**src/rtl/drum_column_engine.sv**
```systemverilog
// One column of drum nodes: holds u_n and u_n-1 for every row and advances the
// whole column one time step per start, streaming centres to neighbour columns.
module drum_column_engine #(
  parameter int DATA_W    = 18,
  parameter int FRAC_W    = 17,
  parameter int MAX_ROWS  = 32,
  parameter int ROW_W     = 5,
  parameter int BOUNDARY  = 0,
  parameter int ETA_SHIFT = 10
) (
  input  logic                     clk,
  input  logic                     reset,
  input  logic [ROW_W-1:0]         height,
  input  logic signed [DATA_W-1:0] rho,
  input  logic                     start,
  output logic                     busy,
  output logic                     done,
  output logic                     out_valid,
  output logic [ROW_W-1:0]         out_row,
  output logic signed [DATA_W-1:0] out_center,
  input  logic signed [DATA_W-1:0] node_left,
  input  logic signed [DATA_W-1:0] node_right,
  input  logic                     ld_en,
  input  logic                     ld_prev,
  input  logic [ROW_W-1:0]         ld_row,
  input  logic signed [DATA_W-1:0] ld_val,
  input  logic [ROW_W-1:0]         tap_row,
  output logic signed [DATA_W-1:0] tap_val
);

  // state  | meaning
  // IDLE   | loads accepted, waiting for start
  // SWEEP  | cycles 0..H: stream row k, write back row k-1
  // DRAIN  | cycle H+1: write back row H
  // DONE   | cycle H+2: done pulse
  typedef enum logic [1:0] {S_IDLE, S_SWEEP, S_DRAIN, S_DONE} state_t;

  localparam int CNT_W = ROW_W + 1;
  localparam int VEL_W = DATA_W + 1;
  localparam int LAP_W = DATA_W + 3;
  localparam int ACC_W = 2 * DATA_W + 4;
  localparam logic [ROW_W-1:0] ROW_MAX = ROW_W'(MAX_ROWS - 1);
  localparam logic signed [ACC_W-1:0] SAT_HI = {{(ACC_W-DATA_W+1){1'b0}}, {(DATA_W-1){1'b1}}};
  localparam logic signed [ACC_W-1:0] SAT_LO = {{(ACC_W-DATA_W+1){1'b1}}, {(DATA_W-1){1'b0}}};

  state_t                     state_q, state_d;
  logic [CNT_W-1:0]           cnt_q, cnt_d;
  logic [ROW_W-1:0]           h_q;
  logic signed [DATA_W-1:0]   rho_q;
  logic signed [DATA_W-1:0]   u_cur_q  [MAX_ROWS];
  logic signed [DATA_W-1:0]   u_prev_q [MAX_ROWS];
  logic signed [DATA_W-1:0]   c_q, up_q, tap_q;

  logic [ROW_W-1:0]           h_clamp, rd_row, wb_row;
  logic                       ld_ok, accept, load, wb_en, edge_up, edge_dn;
  logic signed [DATA_W-1:0]   u_c, u_p, u_u, u_d, u_sat, u_next;
  logic signed [VEL_W-1:0]    vel;
  logic signed [LAP_W-1:0]    lap;
  logic signed [ACC_W-1:0]    prod, acc;

  generate
    if (MAX_ROWS >= (1 << ROW_W)) begin : g_full_range
      assign h_clamp = height;
      assign ld_ok   = 1'b1;
    end else begin : g_clamp
      assign h_clamp = (height > ROW_MAX) ? ROW_MAX : height;
      assign ld_ok   = (ld_row <= ROW_MAX);
    end
  endgenerate

  assign accept = (state_q == S_IDLE) && start;
  assign load   = (state_q == S_IDLE) && ld_en && ld_ok;
  assign rd_row = cnt_q[ROW_W-1:0];
  assign wb_row = ROW_W'(cnt_q - CNT_W'(1));
  assign wb_en  = ((state_q == S_SWEEP) && (cnt_q != '0)) || (state_q == S_DRAIN);

  // c_q/up_q hold the pre-step values of rows k and k-1, since row k-1 is
  // already overwritten when row k is computed.
  assign edge_up = (wb_row == '0);
  assign edge_dn = (wb_row == h_q);
  assign u_c = c_q;
  assign u_p = u_prev_q[wb_row];
  assign u_u = edge_up ? ((BOUNDARY != 0) ? u_c : '0) : up_q;
  assign u_d = edge_dn ? ((BOUNDARY != 0) ? u_c : '0) : u_cur_q[rd_row];

  assign vel  = VEL_W'(u_c) - VEL_W'(u_p);
  assign lap  = LAP_W'(node_left) + LAP_W'(node_right) + LAP_W'(u_u) + LAP_W'(u_d)
              - (LAP_W'(u_c) <<< 2);
  assign prod = ACC_W'(rho_q) * ACC_W'(lap);
  assign acc  = ACC_W'(u_c) + ACC_W'(vel) - ACC_W'(vel >>> ETA_SHIFT) + (prod >>> FRAC_W);

  assign u_sat  = (acc > SAT_HI) ? SAT_HI[DATA_W-1:0] :
                  (acc < SAT_LO) ? SAT_LO[DATA_W-1:0] : acc[DATA_W-1:0];
  assign u_next = ((BOUNDARY == 0) && (edge_up || edge_dn)) ? '0 : u_sat;

  always_comb begin
    state_d = state_q;
    cnt_d   = cnt_q;
    unique case (state_q)
      S_IDLE: begin
        if (start) begin
          state_d = S_SWEEP;
          cnt_d   = '0;
        end
      end
      S_SWEEP: begin
        cnt_d = cnt_q + CNT_W'(1);
        if (cnt_q == {1'b0, h_q}) state_d = S_DRAIN;
      end
      S_DRAIN: state_d = S_DONE;
      S_DONE:  state_d = S_IDLE;
      default: state_d = S_IDLE;
    endcase
  end

  always_ff @(posedge clk or negedge reset) begin
    if (!reset) begin
      state_q <= S_IDLE;
      cnt_q   <= '0;
      h_q     <= '0;
      rho_q   <= '0;
      c_q     <= '0;
      up_q    <= '0;
      tap_q   <= '0;
    end else begin
      state_q <= state_d;
      cnt_q   <= cnt_d;
      tap_q   <= u_cur_q[tap_row];
      if (accept) begin
        h_q   <= h_clamp;
        rho_q <= rho;
      end
      if (state_q == S_SWEEP) begin
        up_q <= c_q;
        c_q  <= u_cur_q[rd_row];
      end
    end
  end

  always_ff @(posedge clk or negedge reset) begin
    if (!reset) begin
      for (int i = 0; i < MAX_ROWS; i++) begin
        u_cur_q[i]  <= '0;
        u_prev_q[i] <= '0;
      end
    end else begin
      if (load) begin
        if (ld_prev) u_prev_q[ld_row] <= ld_val;
        else         u_cur_q[ld_row]  <= ld_val;
      end
      if (wb_en) begin
        u_cur_q[wb_row]  <= u_next;
        u_prev_q[wb_row] <= c_q;
      end
    end
  end

  assign busy       = (state_q != S_IDLE);
  assign done       = (state_q == S_DONE);
  assign out_valid  = (state_q == S_SWEEP);
  assign out_row    = out_valid ? rd_row : '0;
  assign out_center = out_valid ? u_cur_q[rd_row] : '0;
  assign tap_val    = tap_q;

endmodule

```
**config.mk**
```make
export PLATFORM = sky130hd
export DESIGN_NAME = drum_column_engine
export DESIGN_NICKNAME = d
export VERILOG_FILES = /design/src/rtl/drum_column_engine.sv
export SDC_FILE = /design/constraint.sdc
export NUM_CORES = 2
export LEC_CHECK = 0
export ABC_CLOCK_PERIOD_IN_PS = 16800
export BUFFER_PORTS_ARGS = -buffer_cell sky130_fd_sc_hd__buf_2
export CAP_MARGIN = 20
export CELL_PAD_IN_SITES_DETAIL_PLACEMENT = 1
export CELL_PAD_IN_SITES_GLOBAL_PLACEMENT = 2
export CORE_ASPECT_RATIO = 0.6
export CORE_MARGIN = 2
export CORE_UTILIZATION = 43
export DETAILED_ROUTE_END_ITERATION = 7
export GPL_TIMING_DRIVEN = 0
export PLACE_DENSITY = 0.82
export RECOVER_POWER = 50
export SLEW_MARGIN = 20
export SYNTH_ARGS = -nofsm -noshare
export SYNTH_HDL_FRONTEND = slang
export SYNTH_SLANG_ARGS = --single-unit
```
**constraint.sdc**
```tcl
create_clock -name clk -period 16.8 [get_ports clk]
set_input_delay 1.68 -clock clk [delete_from_list [all_inputs] [get_ports clk]]
set_output_delay 1.68 -clock clk [all_outputs]
set_load 0.1 [all_outputs]
```
Word-level counts from Yosys, hierarchy flattened
Index checks and enable logic that the tools add are counted.
{ "word_totals": {"in_bits": 92, "latchBits": 0, "output_inout_bits": 44, "n_memories": 0, "wordCells": 150, "mem_bits_rw": 0, "rom_bits": 0, "regBits": 1237} }
{ "classes": {"div": 0, "addsub": 10, "n_eq_ne": 7, "n_mux": 35, "reduce_logical": 14, "magnitude_cmp": 8, "bitwise": 4, "shifts": 0, "multipliers": 1} }
{ "ops": {"columns": ["op", "count"], "rows": [
  ["$mux W576", 6],
  ["$bwmux W576", 4],
  ["$bmux W18 S5", 3],
  ["$mux W18", 14],
  ["$demux W18 S5", 2],
  ["$mul A18 B21 Y39", 1],
  ["$ge A6 B6 Y1 const B", 4],
  ["$not A5 Y6", 4],
  ["$add A21 B22 Y23", 1],
  ["$gt A23 B18 Y1 const B", 1],
  ["$lt A23 B18 Y1 const B", 1],
  ["$add A20 B18 Y21", 1],
  ["$sub A20 B9 Y21", 1],
  ["$sub A21 B20 Y21", 1],
  ["$add A18 B19 Y20", 1],
  ["$add A19 B18 Y20", 1],
  ["$add A18 B18 Y19", 1],
  ["$sub A18 B18 Y19", 1],
  ["$lt A6 B1 Y1 const B", 2],
  ["$pmux W6 S2", 1],
  ["$pmux W2 S4", 1],
  ["$add A6 B1 Y6 const B", 1],
  ["$eq A6 B5 Y1", 1],
  ["$mux W6", 1],
  ["15 further kinds", 24]
]} }

Logic depth before layout (Yosys ltp)
{ "logic_depth": {"ltp_word": 15, "depth_mapped": 63, "depth_no_buf": 53} }

Worst setup path after synthesis
Ideal clock, no wire load.
{ "synth_path": {"kind": "reg2reg", "start": "register cnt_q[1]", "end": "register u_cur_q[547] (netlist name)", "t_arrival_ps": 14408, "synth_period_minus_slack_ps": 14546, "t_required_ps": 16662, "path_buffers": 11, "setup_ps": 138, "setup_slack_ps": 2254, "path_stages_with_launch": 62, "cell_sequence": "dfrtp_1 > clkbuf_1 > buf_2 > clkbuf_1 > clkbuf_1 > inv_1 > ha_1 > buf_2 > nor3b_1 > xnor2_1 > nand4_1 > clkbuf_1 > and2_1 > fa_1 > inv_1 > fa_1 > inv_1 > ha_1 > [... 26 more ...] > a21oi_1 > nor4_1 > o21ai_0 > a21oi_1 > xnor2_1 > fa_1 > ha_1 > clkbuf_1 > and3_1 > a221o_1 > a21o_1 > a41o_1 > xnor2_1 > o2111ai_2 > buf_6 > o2111ai_4 > buf_2 > o211ai_1"} }
{ "synth_between": {"elab_chain_len": 15, "elab_cells_between_ends": 37, "cone_classes": "8 x add/sub; 1 x mul; 4 x order compare; 1 x eq/ne; 15 x mux; 2 x bitwise; 6 x reduce/logical"} }
{ "synth_rtl": {"columns": ["item", "line", "source"], "rows": [
  ["start: declaration", "47", "logic [CNT_W-1:0] cnt_q, cnt_d;"],
  ["start signal: assignment", "127", "cnt_q <= cnt_d;"],
  ["branches (longest 14 deep; another with $mul A18 B21 Y39)", null, null],
  ["$mux W576 *", "151", "if (wb_en) begin"],
  ["end signal: indexed assignment", "149", "else u_cur_q[ld_row] <= ld_val;"],
  ["end signal: indexed assignment", "152", "u_cur_q[wb_row] <= u_next;"],
  ["end: declaration", "50", "logic signed [DATA_W-1:0] u_cur_q [MAX_ROWS];"]
]} }
Mark *: on every way between the ends. The select of a mux whose other input is x is not followed.
A chain may end at the register's enable or synchronous reset.

Worst setup path in the final report
{ "layout_path": {"start": "register cnt_q[0]", "end": "register u_cur_q[138] (netlist name)"} }
The elaborated chain is that of the path after synthesis.

==> flow_summary.ini <==
[run_status]
status = complete, but fails checks
violations = max-capacitance violations, max-slew violations

[floorplan]
ios = 136
fp.dieW_um = 610
initial_utilization_pct = 43.3
num_rows = 133
core_area_um2 = 219000
fp.dieH_um = 368
die_area_um2 = 224000

[timing]
slew_headroom_pct = -368
setup_violations = 0
hold_ws_ns = 0.509
worst_pin_slew_ns = 7.02
drv_slew = 910
finalCriticalPeriod_ns = 16.65
final.period_utilization_pct = 99.1
skew_ns = 0.0706
final-hold-violation-count = 0
fmax_ghz = 0.0601

[drt]
wl_met1_mm = 214
drc = 0
via_per_inst = 6.91
met2WireLength_mm = 190
drt_iter0_drc = 13800
ant_nets = 0
dr_total_vias = 89100
drt-pass1-iter-count = 6
wl_mm = 528
avgRoutedWirePerCell_um = 41.0
highest_layer = met5
wl_met3_mm = 100

[setup_path]
crit_path_start = cnt_q[0]
cpMostUsedCell = fa_1
crit_arrival_ns = 17.41
crit_fanout = 10
crit_required_ns = 17.57
startpoint_type = flip-flop
critPathKind = flip-flop to flip-flop
worstSetupEndpointType = flip-flop
reg2reg_from = cnt_q[0]
crit_slowest_cell = clkbuf_1
slowest_delay_ns = 1.05

[clocking]
cts_buffers = 147
clock_sinks = 1237
ctsHoldBuffers = 0
cts_tree = done
cts-root-buf = clkbuf_16
clk_pin_slew_ns = 0.06
ctsHtreeMaxLevel = 4
cts_buffer_depth = 4
clock_latency_ns = 0.89

[global_routing]
grt_first_pass_wirelength_mm = 721
grt_max_degree = 130
grt_use_total_pct = 46.4
grt_pass1_vias = 87600
antenna_found_initial = 55
overflow = 0

[yosys]
synth_seq_cells = 1237
async_flop_share_pct = 100
synth_area_um2 = 94800
ys.flop_type = dfrtp_1
synth_cell_type_count = 73
yosys_warnings = 0
avgSynthCellArea_um2 = 10.0
synth_top_area_share_pct = 32.7
synth_nets = 10200
synth_cells = 9465
yosysTopAreaCell = dfrtp_1
ys_top_cells_by_area = dfrtp_1 (33%), mux4_2 (12%), fa_1 (10%)
synth_seq_area_share_pct = 32.7
synth-edff-count = 0

[placed_design]
hpwl_mm = 417
gp_congestion = 1.08
io_buffers = 112

[finish]
layout_common_cells = nand2_1 (1931), dfrtp_1 (1236), o211ai_1 (736), clkbuf_1 (638), mux2i_1 (586)
final_common_cell = nand2_1
drive_gt1_share_pct = 18.2
area_delta_synth_final_pct = 12.2
fin_nets = 10600

[worst_hold_path]
hp-start = up_q[0]
holdCritPathClass = flip-flop to flip-flop

[job]
maxCapViolCount = 9
-- stage by stage --
stage	utilization [%]	setup TNS (ns)	setup WS [ns]	instances	cell area [µm²]
finish	48.5	0	0.151	12900	106000
global route	48.5	-30.36	-0.128	12900	106000
CTS	48.1	0	0.00218	12800	105000
detailed placement	45.8	-2216.14	-4.46	12500	100000
global placement	45.2	-	-15.92	12500	99000
floorplan	-	0	2.25	9465	94800
-- routing by layer --
layer,global-route usage (%),vias to the layer above
li1,-,33900
met1,64.4,47100
met2,56.0,6976
met3,29.8,1082
met4,17.5,20
met5,0.490,-
-- kinds of logic after synthesis --
family	synth area share (%)
multiplexers	23.0
flip-flops	32.7
XOR/XNOR	0.878
AND/OR/NAND/NOR	13.0
buffers and inverters	6.09
adder cells (fa/ha/maj)	12.2
AO/OA/AOI/OAI	12.2
-- synthesized netlist by cell type (64+ instances only) --
cell	instances
nand2b_1	64
nand2_1	1931
xnor2_1	66
o211ai_1	736
a21oi_1	138
and2_1	207
mux2_2	408
nand3_1	83
buf_2	116
dfrtp_1	1237
inv_1	521
o21ai_0	578
mux2i_1	587
fa_1	474
buf_1	98
clkbuf_1	721
ha_1	167
nor2_1	197
mux4_2	502
or3_1	148
nor2b_1	68
-- worst max-delay path, delay by kind of cell, from the launching register on --
kind / cells / cell delay [ns]
AO/OA/AOI/OAI: 13 / 3.57
adder cells (fa/ha/maj): 12 / 5.29
buffers and inverters: 13 / 3.26
multiplexers: 2 / 1.37
XOR/XNOR: 1 / 0.26
AND/OR/NAND/NOR: 10 / 2.19
flip-flops: 1 / 0.55
-- flip-flops by register name, summed over array words and instances, names as in the netlist --
name and flops:
h_q 5, u_cur_q 576, c_q 18, cnt_q 6
u_prev_q 576, up_q 18, state_q 2, rho_q 18
tap_val 18
-- worst paths after layout --
kind                                end  slack (ns)  depth (start not counted)
min reg2reg                     up_q[0]        0.51                          1
min in group asynchronous   u_cur_q[34]        2.97                          1
min                             up_q[0]        0.51                          1
max in group asynchronous      cnt_q[0]        1.71                          4
max reg2reg                u_cur_q[138]        0.15                         51
max                        u_cur_q[138]        0.15                         51
-- cell type report --
type | count | area, µm²
Fill cell | 24100 | 113000
Multi-Input combinational cell | 6753 | 58700
Sequential cell | 1237 | 31000
Buffer | 950 | 4210
Clock buffer | 208 | 4210
Tap cell | 2902 | 3630
Timing Repair Buffer | 228 | 2060
Inverter | 522 | 1960
Clock inverter | 46 | 539
Antenna cell | 50 | 125
-- what timing repair did --
action | CTS | global route
setup buffers | 14 | 49
gates resized for setup | 75 | 116
endpoints found under the setup margin | 558 | 558
pin swaps | 7 | 31
Power is not shown: default switching activity piles up to over one toggle a cycle in this logic, so the estimate is an artifact.
